===== config.mk =====
export PLATFORM = sky130hd
export DESIGN_NAME = input_line_writer_flat
export DESIGN_NICKNAME = d
export VERILOG_FILES = /design/src/rtl/input_line_writer_if.sv /design/src/rtl/input_line_writer.sv /design/src/flat_wrapper.sv
export SDC_FILE = /design/constraint.sdc
export NUM_CORES = 1
export LEC_CHECK = 0
export BUFFER_PORTS_ARGS = -buffer_cell sky130_fd_sc_hd__buf_2
export CAP_MARGIN = 15
export CORE_MARGIN = 4
export CORE_UTILIZATION = 40
export DETAILED_ROUTE_END_ITERATION = 16
export SETUP_SLACK_MARGIN = 0.5
export SYNTH_ARGS = -nofsm -noshare
export SYNTH_HDL_FRONTEND = slang
export SYNTH_SLANG_ARGS = --single-unit

===== constraint.sdc =====
create_clock -name clk -period 4.8 [get_ports clk]
set_input_delay 0.96 -clock clk [delete_from_list [all_inputs] [get_ports clk]]
set_output_delay 0.96 -clock clk [all_outputs]
set_load 0.01 [all_outputs]

===== src/rtl/input_line_writer_if.sv =====
// Stream input and line-bank write port of the input line writer.
// master: the writer (accepts the stream, drives the bank port); slave: source / bank side.
interface input_line_writer_if #(
  parameter int DATA_WIDTH = 64,
  parameter int ADDR_WIDTH = 9,
  parameter int NUM_LINES  = 6
) ();
  logic                  s_valid;
  logic [DATA_WIDTH-1:0] s_data;
  logic                  s_ready;
  logic [NUM_LINES-1:0]  en_wr;
  logic [ADDR_WIDTH-1:0] addr_wr;
  logic [DATA_WIDTH-1:0] data_wr;

  modport master (
    input  s_valid, s_data,
    output s_ready, en_wr, addr_wr, data_wr
  );

  modport slave (
    output s_valid, s_data,
    input  s_ready, en_wr, addr_wr, data_wr
  );
endinterface


===== src/rtl/input_line_writer.sv =====
// Write-side controller of the 6-line input line buffer: rotates banks, tracks occupancy.
// Optional macro LINE_WR_STALL_CNT_EN adds the stall_cycles_o back-pressure counter.
module input_line_writer #(
  parameter int DATA_WIDTH = 64,
  parameter int ADDR_WIDTH = 9,
  parameter int NUM_LINES  = 6
) (
  input  logic        clk,
  input  logic        rst,
  input  logic        start_i,
  input  logic [9:0]  cfg_row_words_i,
  input  logic [10:0] cfg_rows_i,
  input  logic        line_release_i,
  input_line_writer_if.master bus,
  output logic [2:0]  lines_avail_o,
  output logic        row_done_o,
  output logic        frame_done_o,
  output logic        busy_o,
  output logic        err_release_o
`ifdef LINE_WR_STALL_CNT_EN
  , output logic [31:0] stall_cycles_o
`endif
);

  localparam logic [2:0] FULL     = 3'(NUM_LINES);
  localparam logic [2:0] LAST_BNK = 3'(NUM_LINES - 1);

  typedef enum logic [1:0] {IDLE, WRITE, WAIT, DONE} state_t;

  state_t                state_q, state_d;
  logic [9:0]            cfg_words_q, cfg_words_d;
  logic [10:0]           cfg_rows_q, cfg_rows_d;
  logic [ADDR_WIDTH-1:0] col_q, col_d;
  logic [10:0]           row_q, row_d;
  logic [2:0]            bank_q, bank_d;
  logic [2:0]            occ_q, occ_d;
  logic [2:0]            avail_q, avail_d;
  logic                  err_q, err_d;
  logic [NUM_LINES-1:0]  en_q, en_d;
  logic [ADDR_WIDTH-1:0] addr_q, addr_d;
  logic [DATA_WIDTH-1:0] data_q, data_d;
  logic                  row_done_q, row_done_d;

  logic s_ready, acc, last_col, last_row, last_acc, row_first, rel_ok, cfg_ok, start_ok;

`ifdef LINE_WR_STALL_CNT_EN
  logic [31:0] stall_q, stall_d;
`endif

  always_comb begin
    state_d     = state_q;
    cfg_words_d = cfg_words_q;
    cfg_rows_d  = cfg_rows_q;
    col_d       = col_q;
    row_d       = row_q;
    bank_d      = bank_q;
    err_d       = err_q;
    en_d        = '0;
    addr_d      = addr_q;
    data_d      = data_q;
    row_done_d  = 1'b0;

    // A row may only begin when a free line exists; the tail of a row is never blocked.
    s_ready   = (state_q == WRITE) && !((col_q == '0) && (occ_q == FULL));
    acc       = bus.s_valid && s_ready;
    last_col  = (10'(col_q) == (cfg_words_q - 10'd1));
    last_row  = (row_q == (cfg_rows_q - 11'd1));
    row_first = acc && (col_q == '0);
    last_acc  = acc && last_col;
    rel_ok    = line_release_i && (avail_q != 3'd0);
    cfg_ok    = (cfg_row_words_i != 10'd0) && (cfg_row_words_i <= 10'd512) &&
                (cfg_rows_i != 11'd0);
    start_ok  = (state_q == IDLE) && start_i && cfg_ok;

    if (line_release_i && (avail_q == 3'd0)) err_d = 1'b1;

    occ_d   = occ_q + {2'b00, row_first} - {2'b00, rel_ok};
    avail_d = avail_q + {2'b00, last_acc} - {2'b00, rel_ok};

    if (acc) begin
      en_d[bank_q] = 1'b1;
      addr_d       = col_q;
      data_d       = bus.s_data;
      if (last_col) begin
        col_d      = '0;
        bank_d     = (bank_q == LAST_BNK) ? 3'd0 : bank_q + 3'd1;
        row_d      = row_q + 11'd1;
        row_done_d = 1'b1;
      end else begin
        col_d = col_q + 1'b1;
      end
    end

    unique case (state_q)
      IDLE: begin
        if (start_ok) begin
          state_d     = WRITE;
          cfg_words_d = cfg_row_words_i;
          cfg_rows_d  = cfg_rows_i;
          col_d       = '0;
          row_d       = '0;
          bank_d      = '0;
          occ_d       = '0;
          avail_d     = '0;
          err_d       = 1'b0;
        end
      end
      WRITE: begin
        if (last_acc && last_row)                     state_d = DONE;
        else if (last_acc && (occ_d == FULL))         state_d = WAIT;
        else if ((col_q == '0) && (occ_q == FULL))    state_d = WAIT;
      end
      WAIT: begin
        if (occ_q < FULL) state_d = WRITE;
      end
      DONE: state_d = IDLE;
      default: state_d = IDLE;
    endcase

`ifdef LINE_WR_STALL_CNT_EN
    stall_d = stall_q;
    if (start_ok)
      stall_d = '0;
    else if ((state_q != IDLE) && bus.s_valid && !s_ready && (stall_q != 32'hFFFF_FFFF))
      stall_d = stall_q + 32'd1;
`endif
  end

  always_ff @(posedge clk) begin
    if (rst) begin
      state_q     <= IDLE;
      cfg_words_q <= '0;
      cfg_rows_q  <= '0;
      col_q       <= '0;
      row_q       <= '0;
      bank_q      <= '0;
      occ_q       <= '0;
      avail_q     <= '0;
      err_q       <= 1'b0;
      en_q        <= '0;
      addr_q      <= '0;
      data_q      <= '0;
      row_done_q  <= 1'b0;
`ifdef LINE_WR_STALL_CNT_EN
      stall_q     <= '0;
`endif
    end else begin
      state_q     <= state_d;
      cfg_words_q <= cfg_words_d;
      cfg_rows_q  <= cfg_rows_d;
      col_q       <= col_d;
      row_q       <= row_d;
      bank_q      <= bank_d;
      occ_q       <= occ_d;
      avail_q     <= avail_d;
      err_q       <= err_d;
      en_q        <= en_d;
      addr_q      <= addr_d;
      data_q      <= data_d;
      row_done_q  <= row_done_d;
`ifdef LINE_WR_STALL_CNT_EN
      stall_q     <= stall_d;
`endif
    end
  end

  assign bus.s_ready    = s_ready;
  assign bus.en_wr      = en_q;
  assign bus.addr_wr    = addr_q;
  assign bus.data_wr    = data_q;
  assign lines_avail_o  = avail_q;
  assign row_done_o     = row_done_q;
  assign frame_done_o   = (state_q == DONE);
  assign busy_o         = (state_q != IDLE);
  assign err_release_o  = err_q;
`ifdef LINE_WR_STALL_CNT_EN
  assign stall_cycles_o = stall_q;
`endif

endmodule


===== src/flat_wrapper.sv =====
// flat-port wrapper written by rule: the top's interface ports become plain ports
module input_line_writer_flat 
#(
  parameter int DATA_WIDTH = 64,
  parameter int ADDR_WIDTH = 9,
  parameter int NUM_LINES  = 6
)
  (clk, rst, start_i, cfg_row_words_i, cfg_rows_i, line_release_i, lines_avail_o, row_done_o, frame_done_o, busy_o, err_release_o, bus_s_valid, bus_s_data, bus_s_ready, bus_en_wr, bus_addr_wr, bus_data_wr);
  input_line_writer_if #(.DATA_WIDTH(DATA_WIDTH), .ADDR_WIDTH(ADDR_WIDTH), .NUM_LINES(NUM_LINES)) bus_i ();
  input  logic clk;
  input  logic rst;
  input  logic start_i;
  input  logic [9:0] cfg_row_words_i;
  input  logic [10:0] cfg_rows_i;
  input  logic line_release_i;
  output logic [2:0] lines_avail_o;
  output logic row_done_o;
  output logic frame_done_o;
  output logic busy_o;
  output logic err_release_o;
  input wire logic [$bits(bus_i.s_valid)-1:0] bus_s_valid;
  input wire logic [$bits(bus_i.s_data)-1:0] bus_s_data;
  output wire logic [$bits(bus_i.s_ready)-1:0] bus_s_ready;
  output wire logic [$bits(bus_i.en_wr)-1:0] bus_en_wr;
  output wire logic [$bits(bus_i.addr_wr)-1:0] bus_addr_wr;
  output wire logic [$bits(bus_i.data_wr)-1:0] bus_data_wr;
  assign bus_i.s_valid = bus_s_valid;
  assign bus_i.s_data = bus_s_data;
  assign bus_s_ready = bus_i.s_ready;
  assign bus_en_wr = bus_i.en_wr;
  assign bus_addr_wr = bus_i.addr_wr;
  assign bus_data_wr = bus_i.data_wr;
  input_line_writer #(.DATA_WIDTH(DATA_WIDTH), .ADDR_WIDTH(ADDR_WIDTH), .NUM_LINES(NUM_LINES)) u_core (.clk(clk), .rst(rst), .start_i(start_i), .cfg_row_words_i(cfg_row_words_i), .cfg_rows_i(cfg_rows_i), .line_release_i(line_release_i), .bus(bus_i), .lines_avail_o(lines_avail_o), .row_done_o(row_done_o), .frame_done_o(frame_done_o), .busy_o(busy_o), .err_release_o(err_release_o));
endmodule

After elaboration in Yosys (flattened, before gate mapping)
Cells that the tools add are included.

word-level totals
  flip-flop bits (word level) = 133
  latch bits = 0
  memory bits (writable) = 0
  memory bits (read-only) = 0
  output and inout bits = 87
  word-level logic and storage cells = 92
  memories kept = 0

operators by class
  add/sub/neg operators = 9
  $mul = 0
  divide/modulo/power cells = 0
  order comparisons = 4
  equal/unequal tests = 11
  shifts and indexed selects = 0
  muxes and demuxes = 29
  bitwise logic cells = 1
  reduce and logical (&&, ||, !) cells = 25

operators with widths
  cell                                                                          number
  11-bit 2-to-1 mux                                                             4
  9-bit 2-to-1 mux                                                              4
  3-bit 2-to-1 mux                                                              9
  1-bit logical AND                                                             14
  11-bit by 1-bit adder with 11-bit output, second input constant               1
  11-bit == test                                                                1
  11-bit nonzero test                                                           1
  11-bit by 1-bit subtractor with 11-bit output, second input constant          1
  9-bit by 10-bit == test with 1-bit output                                     1
  10-bit less-or-equal comparator, second input constant                        1
  2-bit 2-to-1 mux                                                              5
  10-bit nonzero test                                                           1
  10-bit by 1-bit subtractor with 10-bit output, second input constant          1
  9-bit by 1-bit adder with 9-bit output, second input constant                 1
  3-bit == test, second input constant                                          3
  9-bit zero test                                                               1
  2-bit case mux with 4 select lines                                            1
  3-bit by 1-bit adder with 3-bit output                                        2
  3-bit by 1-bit subtractor with 3-bit output                                   2
  1-bit 2-to-1 mux                                                              5
  2-bit == test, second input constant                                          2
  3-bit by 4-bit less-than comparator with 1-bit output, second input constant  1
  2-bit by 1-bit inequality test with 1-bit output, second input constant       2
  4-bit inequality test, second input constant                                  1
  other kinds (14)                                                              14

Logic depth before layout (Yosys ltp)
Gate-level depths: netlist (run 1).

  depth in word-level cells = 13
  depth in mapped cells = 17
  depth with buffers taken out = 14

Least setup slack after synthesis (run 1)
Ideal clock, no wire load.

  kind = flip-flop to flip-flop
  start point = register u_core.col_q[0]
  end point = register u_core.state_q[0]
  arrival time = 3.250 ns
  data required time = 4.683 ns
  setup slack = 1.433 ns
  stages on the path, launching flop included = 17
  buffers on the path = 3
  cells stage by stage = dfxtp_1 -> clkbuf_1 -> inv_1 -> ha_1 -> or4b_4 -> nor4_4 -> or2_2 -> buf_2 -> buf_2 -> nor3_1 -> ha_1 -> inv_1 -> fa_1 -> nor4b_1 -> o31ai_1 -> nor3_1 -> nor2_1

on the way
  cells in the longest elaborated chain, start to end = 13
  elaborated cells on any way between the ends = 18

RTL lines
  what                                         RTL line                                                                    RTL
  start, declared                              input_line_writer.sv:33                                                     logic [ADDR_WIDTH-1:0] col_q, col_d;
  start signal, assigned                       input_line_writer.sv:151                                                    col_q <= col_d;
  9-bit zero test                              input_line_writer.sv:64, input_line_writer.sv:68, input_line_writer.sv:111
  1-bit logical AND                            input_line_writer.sv:64, input_line_writer.sv:111
  1-bit zero test                              input_line_writer.sv:64                                                     s_ready = (state_q == WRITE) && !((col_q == '0) && (occ_q == FULL));
  1-bit logical AND                            input_line_writer.sv:64
  1-bit logical AND                            input_line_writer.sv:65                                                     acc = bus.s_valid && s_ready;
  1-bit logical AND                            input_line_writer.sv:68                                                     row_first = acc && (col_q == '0);
  3-bit by 1-bit adder with 3-bit output       input_line_writer.sv:77                                                     occ_d = occ_q + {2'b00, row_first} - {2'b00, rel_ok};
  3-bit by 1-bit subtractor with 3-bit output  input_line_writer.sv:77
  3-bit == test                                input_line_writer.sv:110                                                    else if (last_acc && (occ_d == FULL)) state_d = WAIT;
  1-bit logical AND                            input_line_writer.sv:110
  2-bit 2-to-1 mux                             input_line_writer.sv:110
  2-bit 2-to-1 mux                             input_line_writer.sv:109                                                    if (last_acc && last_row) state_d = DONE;
  2-bit case mux with 4 select lines           input_line_writer.sv:94                                                     unique case (state_q)
  end signal, assigned                         input_line_writer.sv:148                                                    state_q <= state_d;
  end, declared                                input_line_writer.sv:30                                                     state_t state_q, state_d;

Parallel ways exist; a longest one is shown, timed or not.
A chain may end at the register's enable or synchronous reset.

Final worst setup path (run 1)
  start point = register u_core.cfg_words_q[0]
  end point = register u_core.avail_q[2], in the netlist u_core.lines_avail_o[2]

on the way
  cells in the longest elaborated chain, start to end = 7

RTL lines
  what                                               RTL line                  RTL
  start, declared                                    input_line_writer.sv:31   logic [9:0] cfg_words_q, cfg_words_d;
  start signal, assigned                             input_line_writer.sv:149  cfg_words_q <= cfg_words_d;
  10-bit by 1-bit subtractor with 10-bit output (*)  input_line_writer.sv:66   last_col = (10'(col_q) == (cfg_words_q - 10'd1));
  9-bit by 10-bit == test with 1-bit output (*)      input_line_writer.sv:66
  1-bit logical AND (*)                              input_line_writer.sv:69   last_acc = acc && last_col;
  3-bit by 1-bit adder with 3-bit output (*)         input_line_writer.sv:78   avail_d = avail_q + {2'b00, last_acc} - {2'b00, rel_ok};
  3-bit by 1-bit subtractor with 3-bit output (*)    input_line_writer.sv:78
  3-bit 2-to-1 mux                                   input_line_writer.sv:96   if (start_ok) begin
  3-bit 2-to-1 mux (*)                               input_line_writer.sv:94
  end signal, assigned                               input_line_writer.sv:155  avail_q <= avail_d;
  end, declared                                      input_line_writer.sv:37   logic [2:0] avail_q, avail_d;

Every way passes the cells marked *; elsewhere a longest branch is shown, timed or not.

==> reports/summary.md, run 1 <==
The flow ran to the end, and the final reports show no timing, DRC or antenna violations. TritonCTS built the clock tree. The fraction of final layout cells sized beyond drive strength 1 works out to 0.286. The run gives 0 as the number of max-slew violations in the final report. For the number of global-route vias before repair, the log shows 5035.

The overall global routing resource usage is 0.181. The initial antenna violation count is 0, and the time the worst path needs with I/O delays and setup is 3400 ps. The per-cell via count in the routed design is 5.04.

For this block, the initial DRC count from the detailed router was 430. Synthesis produced a netlist whose cell count is 701. After floorplanning, the core was sized to cover 14500 µm².

The tools report the effective utilization at floorplan as 0.409. The number of CTS-inserted buffers was 17; the number of I/O pins was 177. Clock tree root driver cell: sky130_fd_sc_hd__clkbuf_16. In the final routed layout, each cell accounts on average for 14.6 µm. Across the run, the number of max-cap violations was 0. The area of combinational cells with multiple inputs came out at 3010 µm².

The top cell types in the final layout, fill and taps aside, are sky130_fd_sc_hd__buf_2 (175), sky130_fd_sc_hd__nand2_1 (163), sky130_fd_sc_hd__dfxtp_1 (133), sky130_fd_sc_hd__a21oi_1 (86), sky130_fd_sc_hd__nor2_1 (46). For the final database, setup skew stands at 5.40 ps. The worst hold slack after final layout came out at 450 ps. In this design, the largest share of critical-path delay is due to compound AO/OA/AOI/OAI gates.

The signal on the critical path passes through inv_1 -> ha_1 -> or3b_1 -> nand3b_1 -> a21oi_1 -> o31a_4 -> o2111ai_4 -> inv_1 -> ha_1 -> fa_1 -> xnor2_1 -> xnor2_1 -> nor2_1. After the last flow step, the layout net total stands at 963. The tightest min-delay check is of the reg2reg type. After filler insertion, the fill cell instance count of the layout stands at 1358. The sequential-to-total area share from yosys stat is 0.448.

The number of flip-flops and latches in the synthesized netlist was 133. The logs give 4 for the number of levels the H-tree was split into and 0 for the count of warnings emitted by yosys. Data arrives at the worst endpoint at 3680 ps. The clock-pin slew of the registers on the worst-case setup and hold paths was 60 ps.

Measured along the y axis, the die boundary spans 130 µm. The area growth from synthesis to final layout works out to 26.7%. The net count after synthesis was 803. Residual overflow from global routing: 0.

The endpoint type of the worst setup path was a register. The logs give 0 for the number of diodes added for antenna fixing and 5080 ps for the data required time of the worst path. For the count of non-filler cells in the finished layout, the log shows 1058.

The nature of the critical path startpoint is a register. The transition at the pin with the smallest max-transition slack works out to 864 ps. Counting along the longest clock path gives a buffer depth of 2. The count of unresolved DRC violations after routing is 0. In the synthesized netlist the dominant register cell turns out to be sky130_fd_sc_hd__dfxtp_1.

Summed over all nets, the half-perimeter wirelength after detailed placement is 11200 µm. Counting flops with a built-in enable in the synthesized netlist gives 0. The synthesized netlist contains 67 unique library cells.

For the number of instances resized during post-cts repair, the log shows 0. The count of buffering cells on the critical path with inverters included came out at 2. The overall die area is 16900 µm², and the pin count of the biggest net entering global routing is 87.

The first global-routing pass estimated 24400 µm of wire. The post-synthesis area per instance came out at 8.48 µm². In the final timing run, aggregate negative setup slack is 0 ps. Based on the critical path, the design can be clocked at up to 294 MHz. The async set-or-reset flop fraction in the synthesized netlist came out at 0. From left edge to right edge, the die measures 130 µm. Placed cell count: 1026. The floorplan has 44 rows. The run gives 0.424 as the worst slew margin relative to its limit. The analysis attributes to cell leakage a power of 0.00328 µW. The first TritonRoute pass finished after 5 iterations.

Most common cell after layout, fill and taps aside: sky130_fd_sc_hd__buf_2. The logs give 0 for the hold buffer count at cts and 2960 µW for the total power consumption of the routed design. In this run the worst path has a maximum fanout of 17. During placement, the flow inserted port buffers numbering 176.

Summed over all layers, the routed wires come to 15400 µm. Setup violations remaining at the end of the flow were counted as 0. The sequential cells in the finished layout cover a total of 2660 µm². Worst-path cell with the longest stage delay: sky130_fd_sc_hd__o2111ai_4.

The run gives 0.000277 V as the worst supply voltage drop on vdd. The congestion estimate from routability-driven global placement came to 0.807. Insertion delay to the later sink of the worst-skew pair: 410 ps. The TritonCTS sink count was 133; the highest cell delay on the worst timing path was 560 ps. In this run the cell area of the synthesized design comes to 5940 µm².

The worst setup path category was reg2reg. The total power density per cell area is 393 nW/µm². The final period utilization came out at 0.708.

Setup repair after global routing left no endpoint under its margin. The detail route stage leaves a number of antenna-violating nets equal to 0. For the count of endpoints failing hold in the final timing report, the log shows 0. The number of buffers added for setup after CTS was 0; the total number of vias was 5332.
-- metrics by stage --
step | setup WS, ps | util | area [µm²]
CTS | 1400 | 0.518 | 7530
global route | 1160 | 0.518 | 7530
global placement | 1550 | 0.475 | 6900
detailed placement | 1430 | 0.475 | 6900
finish | 1400 | 0.518 | 7530
floorplan | 1430 | - | 5940
-- layer usage --
metal	wire length, µm	part of all wire	up-vias	global-route usage
met5	0	0	-	0
met4	202	0.013	0	0.0550
met3	774	0.050	17	0.0467
met1	6510	0.42	2489	0.218
li1	-	-	2704	-
met2	7950	0.51	122	0.317
-- report_power, final --
| group | switching (µW) | total [µW] | internal [µW] |
|---|---|---|---|
| combinational | 223 | 397 | 174 |
| clock | 472 | 1370 | 894 |
| sequential | 41.9 | 1200 | 1150 |
| total | 737 | 2960 | 2220 |
-- cells in the mapped netlist (3+ instances only) --
master / number / area share
sky130_fd_sc_hd__nand2_1: 163 / 0.10
sky130_fd_sc_hd__dfxtp_1: 133 / 0.45
sky130_fd_sc_hd__a21oi_1: 86 / 0.072
sky130_fd_sc_hd__nor2_1: 47 / 0.030
sky130_fd_sc_hd__inv_1: 23 / 0.015
sky130_fd_sc_hd__xnor2_1: 21 / 0.031
sky130_fd_sc_hd__mux2i_1: 20 / 0.034
sky130_fd_sc_hd__buf_2: 18 / 0.015
sky130_fd_sc_hd__clkbuf_1: 18 / 0.011
sky130_fd_sc_hd__xor2_1: 15 / 0.022
sky130_fd_sc_hd__nand4_1: 12 / 0.013
sky130_fd_sc_hd__nor3_1: 12 / 0.010
sky130_fd_sc_hd__nand3_1: 11 / 0.0093
sky130_fd_sc_hd__ha_1: 10 / 0.021
sky130_fd_sc_hd__a21oi_2: 7 / 0.010
sky130_fd_sc_hd__and3_1: 7 / 0.0074
sky130_fd_sc_hd__nor4_1: 7 / 0.0074
sky130_fd_sc_hd__o21ai_0: 6 / 0.0051
sky130_fd_sc_hd__o21ai_2: 6 / 0.0088
sky130_fd_sc_hd__or3_1: 5 / 0.0053
sky130_fd_sc_hd__a31oi_1: 4 / 0.0042
sky130_fd_sc_hd__and2_1: 4 / 0.0042
sky130_fd_sc_hd__nand2b_1: 4 / 0.0042
sky130_fd_sc_hd__nor4_4: 4 / 0.014
sky130_fd_sc_hd__o31ai_1: 4 / 0.0051
sky130_fd_sc_hd__a211o_1: 3 / 0.0044
sky130_fd_sc_hd__nor2b_1: 3 / 0.0032
-- final cells by class --
cell class,count,share of cell area
multi-input cells,506,0.399
flip-flops and latches,133,0.354
repair buffers,180,0.121
clock buffers,19,0.0602
well taps,184,0.0306
clock inverters,13,0.0236
inverters,23,0.0115
-- cells by family after synthesis --
family | after synthesis | synth area share
AND/OR/NAND/NOR | 304 | 0.247
adder cells (fa/ha/maj) | 12 | 0.0278
multiplexers | 20 | 0.0337
XOR/XNOR | 36 | 0.0531
AO/OA/AOI/OAI | 134 | 0.142
buffers and inverters | 62 | 0.0480
flip-flops | 133 | 0.448
-- path summary, 6_finish.rpt --
kind                                                      endpoint                                from  cells after the start  slack [ps]
worst max register to register  u_core.lines_avail_o[2]$_SDFF_PP0_  u_core.cfg_words_q[0]$_SDFFE_PP0P_                     13        1400
worst min-delay path            u_core.bus.data_wr[1]$_SDFFE_PP0N_  u_core.bus.data_wr[1]$_SDFFE_PP0N_                      2         450
worst max-delay path            u_core.lines_avail_o[2]$_SDFF_PP0_  u_core.cfg_words_q[0]$_SDFFE_PP0P_                     13        1400
worst min register to register  u_core.bus.data_wr[1]$_SDFFE_PP0N_  u_core.bus.data_wr[1]$_SDFFE_PP0N_                      2         450
-- registers in the layout, indices dropped and copies added, names as in the netlist --
| register | cells |
|---|---|
| u_core.err_release_o | 1 |
| u_core.occ_q | 3 |
| u_core.bank_q | 3 |
| u_core.bus.addr_wr | 9 |
| u_core.row_q | 11 |
| u_core.cfg_words_q | 10 |
| u_core.cfg_rows_q | 11 |
| u_core.lines_avail_o | 3 |
| u_core.state_q | 2 |
| u_core.row_done_o | 1 |
| u_core.bus.data_wr | 64 |
| u_core.col_q | 9 |
| u_core.bus.en_wr | 6 |
-- worst register-to-register path: stages, from the launching register on --
cell	delay, ps
sky130_fd_sc_hd__dfxtp_1	380
sky130_fd_sc_hd__inv_1	90
sky130_fd_sc_hd__ha_1	180
sky130_fd_sc_hd__or3b_1	380
sky130_fd_sc_hd__nand3b_1	100
sky130_fd_sc_hd__a21oi_1	100
sky130_fd_sc_hd__o31a_4	370
sky130_fd_sc_hd__o2111ai_4	560
sky130_fd_sc_hd__inv_1	110
sky130_fd_sc_hd__ha_1	230
sky130_fd_sc_hd__fa_1	380
sky130_fd_sc_hd__xnor2_1	180
sky130_fd_sc_hd__xnor2_1	150
sky130_fd_sc_hd__nor2_1	60
Power figures use the tool's default switching activity.
==> run 2: changes to the inputs <==
- PLACE_DENSITY: not set -> 0.67
- clock period: 4.8 -> 3 ns (I/O delays scaled with it)
==> run 2 against run 1 <==
Against the previous run:
- via count grew 1.6%
- worst setup slack got worse by 1200 ps
- maximum frequency grew 22%
- global-route usage rose by 0.20 points
- non-clock buffer count up 34
- clock power is 48% higher
- die area did not move
- sequential share of layout area decreased by 2.3 points
- largest power group unchanged
- utilization is 4.0 points higher
- routed wire length is 6.7% higher
- design area increased by 7.6%
- register-to-register slack got worse by 1200 ps
==> reports/summary.md, run 2 (synthesis gave the netlist of run 1 again) <==
The run gives 3100 ps (-580 ps) as the data arrival time of the worst path. The global-route met2 utilization was 0.308 (-0.00819). The library cell used most frequently in the layout, excluding fill and tap cells, is sky130_fd_sc_hd__buf_2.

For the number of diodes added for antenna fixing, the log shows 0 (unchanged). The residual overflow from global routing came out at 0 (unchanged). The die outline height came out at 130 µm (unchanged).

The HPWL after detailed placement is 10500 µm (-5.9%), and the area growth from synthesis to final layout is 36.4%. The area of placed instances is 7060 µm² (+2.3%), and the data required time of the worst path is 3310 ps (-1770 ps). The clock-pin slew of the registers on the worst-case setup and hold paths is 60 ps (about the same). Area of the core: 14500 µm² (unchanged). Number of DRC markers after the initial detailed-route iteration: 390 (-9.3%). The number of port buffers came out at 176 (unchanged). The total power density per cell area was 582 nW/µm² (+48%); the global-route wire length before repair was 24500 µm (+0.28%).

The tools report the insertion delay to the later sink of the worst-skew pair as 420 ps (about the same). The flip-flop count of the largest register after layout was 64 (unchanged); the number of max-slew violations in the final report was 0 (unchanged). The logs give 8.30 ps (+2.90 ps) for the clock skew and 4 (unchanged) for the number of levels the H-tree was split into.

Effective utilization at floorplan: 0.409 (unchanged). The tools report the hold buffer count at cts as 0 (unchanged). Worst setup path category: reg2reg. Overall global routing resource usage: 0.183 (+0.00198). The number of nets in the finished design was 998 (+3.6%). The highest net fanout along the worst path was 2 (-15); the utilization after layout was 0.558 (+0.0395). For the number of global-route vias before repair, the log shows 4920 (-2.3%). Max-capacitance violation count: 0 (unchanged).

The number of antenna-violating nets in the routed design was 0 (unchanged). The logs give 177 (unchanged) for the number of I/O pins and 0 (unchanged) for the initial antenna violation count. Walking the worst path, the cells encountered are inv_2 -> ha_4 -> or4b_4 -> nor4_4 -> or2_4 -> nor3_2 -> ha_2 -> inv_2 -> fa_2 -> nor4b_4 -> o31ai_1 -> nor3_1 -> nor2_1. The endpoint type of the worst setup path is a register. The global routing stage identified its most utilized layer as met2. Setup repair after global routing could not meet its margin everywhere. The largest individual stage delay along the critical path comes from the cell sky130_fd_sc_hd__or4b_4. The logs give 5416 (+1.6%) for the total number of vias and 16900 µm² (unchanged) for the overall die area. TritonCTS built the clock tree. The deepest clock path buffer count was 2 (unchanged); the highest cell delay on the worst timing path was 480 ps (-80 ps). The fraction of met3 tracks used by global routing was 0.0544 (+0.00778); the placement row count was 44 (unchanged).

The run finished with clean final reports. The worst slew margin relative to its limit was 0.447 (+0.0228); the transition at the pin with the smallest max-transition slack was 829 ps (-34.3 ps). The number of search-and-repair iterations in the first detailed-routing pass is 5 (unchanged), and the global-route met1 utilization is 0.228 (+0.0109). The TritonCTS sink count is 133 (unchanged). The final wirelength is 16500 µm (+6.7%).

Pin count of the biggest net entering global routing: 87 (unchanged). The timing-limited maximum frequency was 358 MHz (+22%); the time the worst path needs with I/O delays and setup was 2790 ps (-610 ps). For the number of CTS-inserted buffers, the log shows 17 (unchanged). The library cells used most frequently in the layout, excluding fill and tap cells, are sky130_fd_sc_hd__buf_2 (174), sky130_fd_sc_hd__nand2_1 (163), sky130_fd_sc_hd__dfxtp_1 (127), sky130_fd_sc_hd__a21oi_1 (84), sky130_fd_sc_hd__nor2_1 (39).

The fraction of final layout cells sized beyond drive strength 1 came out at 0.361 (+0.0748). The per-cell via count in the routed design came out at 4.96 (-1.7%). For the leakage component of the power, the log shows 0.00350 µW (+6.5%). The worst hold slack after final layout is 410 ps (-40.4 ps), and the final period utilization is 0.930 (+0.222). Count of unresolved DRC violations after routing: 0 (unchanged). The worst min-delay path class was in2reg. The tools report the final number of setup-violating endpoints as 0 (unchanged).

The worst supply voltage drop on vdd is 0.000459 V (+66%), and the overall die width is 130 µm (unchanged). The count of endpoints failing hold in the final timing report is 0 (unchanged). Dominant cell type by count on the critical path: sky130_fd_sc_hd__inv_2. Routed wire length per instance: 15.1 µm (+3.3%). STA classifies the critical path startpoint as a register. In this run the clock root is driven by a sky130_fd_sc_hd__clkbuf_16. The area of all placed cells without fillers was 8100 µm² (+7.6%); the final RePlAce weighted congestion was 0.827 (+2.6%).
## run 2: changes by cell type in the layout (fill, tap and decap cells not counted), moves of 5 or more
cell	previous run	this run
sky130_fd_sc_hd__inv_6	2	7
sky130_fd_sc_hd__buf_6	0	11
sky130_fd_sc_hd__inv_1	23	18
sky130_fd_sc_hd__nor2_1	46	39
sky130_fd_sc_hd__dfxtp_1	133	127
sky130_fd_sc_hd__nor2_4	1	7
sky130_fd_sc_hd__buf_4	5	26
sky130_fd_sc_hd__or3_4	0	6
## run 2: repair_timing
| action | CTS | global route |
|---|---|---|
| buffers inserted | 13 | 7 |
| setup endpoints to repair | 11 | 85 |
| cloned | 1 | 3 |
| gates resized for setup | 22 | 37 |
| pin swaps | 20 | 26 |
## run 2: stage by stage
| stage | setup slack (ps) | TNS (ps) | total power (µW) | cells |
|---|---|---|---|---|
| after floorplan | -1.18 | -1.18 | 2420 | 701 |
| final | 210 | 0 | 4720 | 1093 |
| after detailed placement | 211 | 0 | 2630 | 1037 |
| after CTS | 221 | 0 | 4710 | 1083 |
| after global routing | 82.1 | 0 | 4950 | 1093 |
| after global placement | 234 | 0 | 2620 | 1037 |
## run 2: worst paths after layout
path / startpoint / to / slack (ps) / cells past startpoint
min: bus_s_data[14] / u_core.bus.data_wr[14]$_SDFFE_PP0N_ / 410 / 3
max: u_core.col_q[0]$_SDFF_PP0_ / u_core.state_q[0]$_SDFFE_PP0P_ / 210 / 13
max reg2reg: u_core.col_q[0]$_SDFF_PP0_ / u_core.state_q[0]$_SDFFE_PP0P_ / 210 / 13
min reg2reg: u_core.bus.addr_wr[6]$_SDFFE_PP0N_ / u_core.bus.addr_wr[6]$_SDFFE_PP0N_ / 450 / 2
## run 2: worst max-delay path: cells and delay by family, from the launching register on
family	cells	cell delay [ps]
simple gates	7	1370
fa+ha+maj	3	750
flops	1	320
buf+inv	2	120
compound gates	1	110
## run 2: layout make-up
type,count,area (µm²)
clock buffer,18,439
clock inverter,14,139
fill,1381,6430
inverter,23,88.8
multi-input combinational,507,3270
sequential,133,2680
tap,184,230
timing repair buffer,214,1260
## run 2: layer usage
metal | wire length (µm) | up-vias | part of all wire
met3 | 831 | 19 | 0.050
met5 | 0 | - | 0
met4 | 233 | 0 | 0.014
li1 | - | 2773 | -
met2 | 8340 | 120 | 0.51
met1 | 7060 | 2504 | 0.43
## run 2: power by group
group	switching, µW	leakage [µW]	internal [µW]
Clock	845	0.000277	1180
Combinational	417	0.00214	359
Sequential	70.8	0.00108	1840
Total	1330	0.00350	3390
==> run 3: changes to the inputs <==
- CORE_ASPECT_RATIO: not set -> 1.2
==> run 3 against run 2 <==
Against the previous run:
- first-iteration DRC count fell by 38%
- hold slack improved by 1.0 ps
- via count rose by 2.2%
- design area rose by 0.12%
- utilization rose by 0.30 points
- global-route usage rose by 0.16 points
- largest power group unchanged
- combinational power fell by 3.7%
==> reports/summary.md, run 3 (synthesis gave the netlist of run 1 again) <==
The logs give 81 (-6.9%) for the pin count of the biggest net entering global routing and 4 (-1) for the number of search-and-repair iterations in the first detailed-routing pass. The logs give 0.411 (+0.00170) for the effective utilization at floorplan and 5338 (+8.5%) for the number of global-route vias before repair. The routed wire length per instance is 14.2 µm (-5.5%), and the net switching share of the total power is 0.267 (-0.0155). From synthesis to final layout, the design area changed by 36.5%. Total power density per cell area: 590 nW/µm² (+1.4%).

The highest cell delay on the worst timing path was 360 ps (-120 ps). The HPWL after detailed placement was 10700 µm (+2.0%). Worst-path cell with the longest stage delay: sky130_fd_sc_hd__dfxtp_4.

The highest net fanout along the worst path works out to 4 (+2). The tools report the number of nets in the finished design as 999 (+0.10%). The total of fill cells in the finished design was 1368 (-0.94%); the final period utilization was 0.932 (+0.00144).

The run gives 3510 µW (+3.7%) as the internal power. In the layout the commonest cells are sky130_fd_sc_hd__buf_2 (174), sky130_fd_sc_hd__nand2_1 (163), sky130_fd_sc_hd__dfxtp_1 (129), sky130_fd_sc_hd__a21oi_1 (82), sky130_fd_sc_hd__nor2_1 (41). Placement row count: 48 (+9.1%). STA classifies the critical path startpoint as a register.

The logs give 5537 (+2.2%) for the total number of vias and 7090 µm² (+0.43%) for the area of placed instances. The overall die width is 119 µm (-8.2%). Count of endpoints failing hold in the final timing report: 0 (unchanged).

The timing-limited maximum frequency was 358 MHz (-0.15%). The number of CTS-inserted buffers was 17 (unchanged); the clock skew was 8.29 ps (-0.0103 ps). Worst supply voltage drop on vdd: 0.000335 V (-27%). The number of I/O pins is 177 (unchanged).

For the share of power burned in the clock network, the log shows 0.445 (+0.015). The logs give 243 (-38%) for the number of DRC markers after the initial detailed-route iteration and 0.451 (+0.00357) for the worst slew margin relative to its limit. CTS placed an instance of sky130_fd_sc_hd__clkbuf_16 at the clock tree root.

The tools report the final number of setup-violating endpoints as 0 (unchanged). The data required time of the worst path is 3290 ps (-20 ps), and the number of antenna-violating nets in the routed design is 0 (unchanged). The clock-pin slew of the registers on the worst-case setup and hold paths is 60 ps (about the same), and the TritonCTS sink count is 133 (unchanged).

The worst slack after detailed placement was 216 ps (+5.33 ps). The final RePlAce weighted congestion is 0.833 (+0.73%). The run gives 3090 ps (about the same) as the data arrival time of the worst path.

For the residual overflow from global routing, the log shows 0 (unchanged). Traced cell by cell, the critical path runs through buf_6 -> nor4_4 -> nand2_2 -> and3_4 -> o31a_4 -> o2111ai_4 -> inv_4 -> ha_4 -> fa_2 -> xnor2_2 -> xnor2_1 -> nor2_1. For the number of levels the H-tree was split into, the log shows 4 (unchanged). The aggregate negative setup slack was 0 ps (unchanged).

For the final critical-path setup slack, the log shows 205 ps (-4.33 ps). The initial antenna violation count was 0 (unchanged); the time the worst path needs with I/O delays and setup was 2790 ps (+4.33 ps). The per-cell via count in the routed design is 4.99 (+0.67%), and the sequential share of power is 0.400 (-0.006). The most common cell after layout, fill and taps aside was sky130_fd_sc_hd__buf_2.

Setup repair after global routing could not meet its margin everywhere. The min-delay analysis places its worst path in the category in2reg. The tools report the endpoint type of the worst setup path as a register. For the final wirelength, the log shows 15800 µm (-4.0%). The run finished with clean final reports. The logs give 2 (unchanged) for the deepest clock path buffer count and 1056 (+1.8%) for the placed cell count. The overall global routing resource usage was 0.184 (+0.00160). The run gives 0 (unchanged) as the count of unresolved DRC violations after routing.

The run gives 0.156 (-0.008) as the combinational share of power. Leakage component of the power: 0.00350 µW (+0.10%). For the insertion delay to the later sink of the worst-skew pair, the log shows 420 ps (about the same). The tools report the hold buffer count at cts as 0 (unchanged). The overall die area is 16900 µm² (about the same), and the reported net switching power is 1280 µW (-4.1%).

The max-capacitance violation count is 0 (unchanged). TritonCTS built the clock tree. The number of port buffers works out to 176 (unchanged). The logs give 0 (unchanged) for the number of diodes added for antenna fixing and 14500 µm² (-0.41%) for the area of the core.

The tools report the number of max-slew violations in the final report as 0 (unchanged). The count of non-filler cells in the finished layout was 1110 (+1.6%); the die outline height was 142 µm (+9.0%). Area of all placed cells without fillers: 8110 µm² (+0.12%). The run gives 25200 µm (+3.2%) as the global-route wire length before repair. The flip-flop count of the largest register after layout is 64 (unchanged), and the transition at the pin with the smallest max-transition slack is 824 ps (-5.35 ps). The worst setup path category was reg2reg.

The fraction of final layout cells sized beyond drive strength 1 was 0.356 (-0.00479).
==> run 3: stage by stage <==
step	total power, µW	hold slack [ps]	util
floorplan	2420	460	-
global placement	2620	439	0.490
detailed placement	2630	443	0.490
CTS	4800	395	0.549
global route	5000	397	0.561
finish	4790	411	0.561
==> run 3: critical path: cells and delay by family (launching register included) <==
family / cells / cell delay, ps
AOI/OAI and AO/OA: 2 / 620
xor gates and xnor gates: 2 / 280
adders and majority gates: 2 / 510
buffers and inverters: 2 / 170
DFF: 1 / 360
and+or+nand+nor: 4 / 710
==> run 3: power groups by stage <==
stage	Combinational [µW]	Clock, µW	Sequential (µW)
after floorplan	454	0	1960
after global placement	665	0	1950
after detailed placement	678	0	1950
after CTS	717	2170	1910
after global routing	826	2250	1930
final	747	2130	1910
==> run 3: layer usage <==
metal  global-route usage  share of wire
met1                0.216           0.42
met2                0.310           0.49
met3               0.0510          0.055
met4               0.0903          0.034
met5                    0              0
==> run 3: cell type report <==
type                    instances  area, µm²  area share
multi-input cells             506       3230       0.398
well taps                     200        250      0.0308
flip-flops and latches        133       2670       0.329
inverters                      23       91.3      0.0113
repair buffers                216       1270       0.156
clock inverters                15        179      0.0221
clock buffers                  17        425      0.0524
==> run 3: path summary, 6_finish.rpt <==
| check | start | end | slack (ps) | cells after the start |
|---|---|---|---|---|
| setup reg to reg | u_core.cfg_words_q[1]$_SDFFE_PP0P_ | u_core.lines_avail_o[2]$_SDFF_PP0_ | 210 | 12 |
| setup / recovery | u_core.cfg_words_q[1]$_SDFFE_PP0P_ | u_core.lines_avail_o[2]$_SDFF_PP0_ | 210 | 12 |
| hold / removal | bus_s_data[28] | u_core.bus.data_wr[28]$_SDFFE_PP0N_ | 410 | 3 |
| hold reg to reg | u_core.bus.data_wr[55]$_SDFFE_PP0N_ | u_core.bus.data_wr[55]$_SDFFE_PP0N_ | 450 | 2 |
==> run 3: repair_timing <==
action / 4_1_cts / 5_1_grt
endpoints found under the setup margin: 18 / 45
gates cloned: 1 / 0
resized for setup: 29 / 28
pin swaps: 20 / 27
buffers inserted: 14 / 7
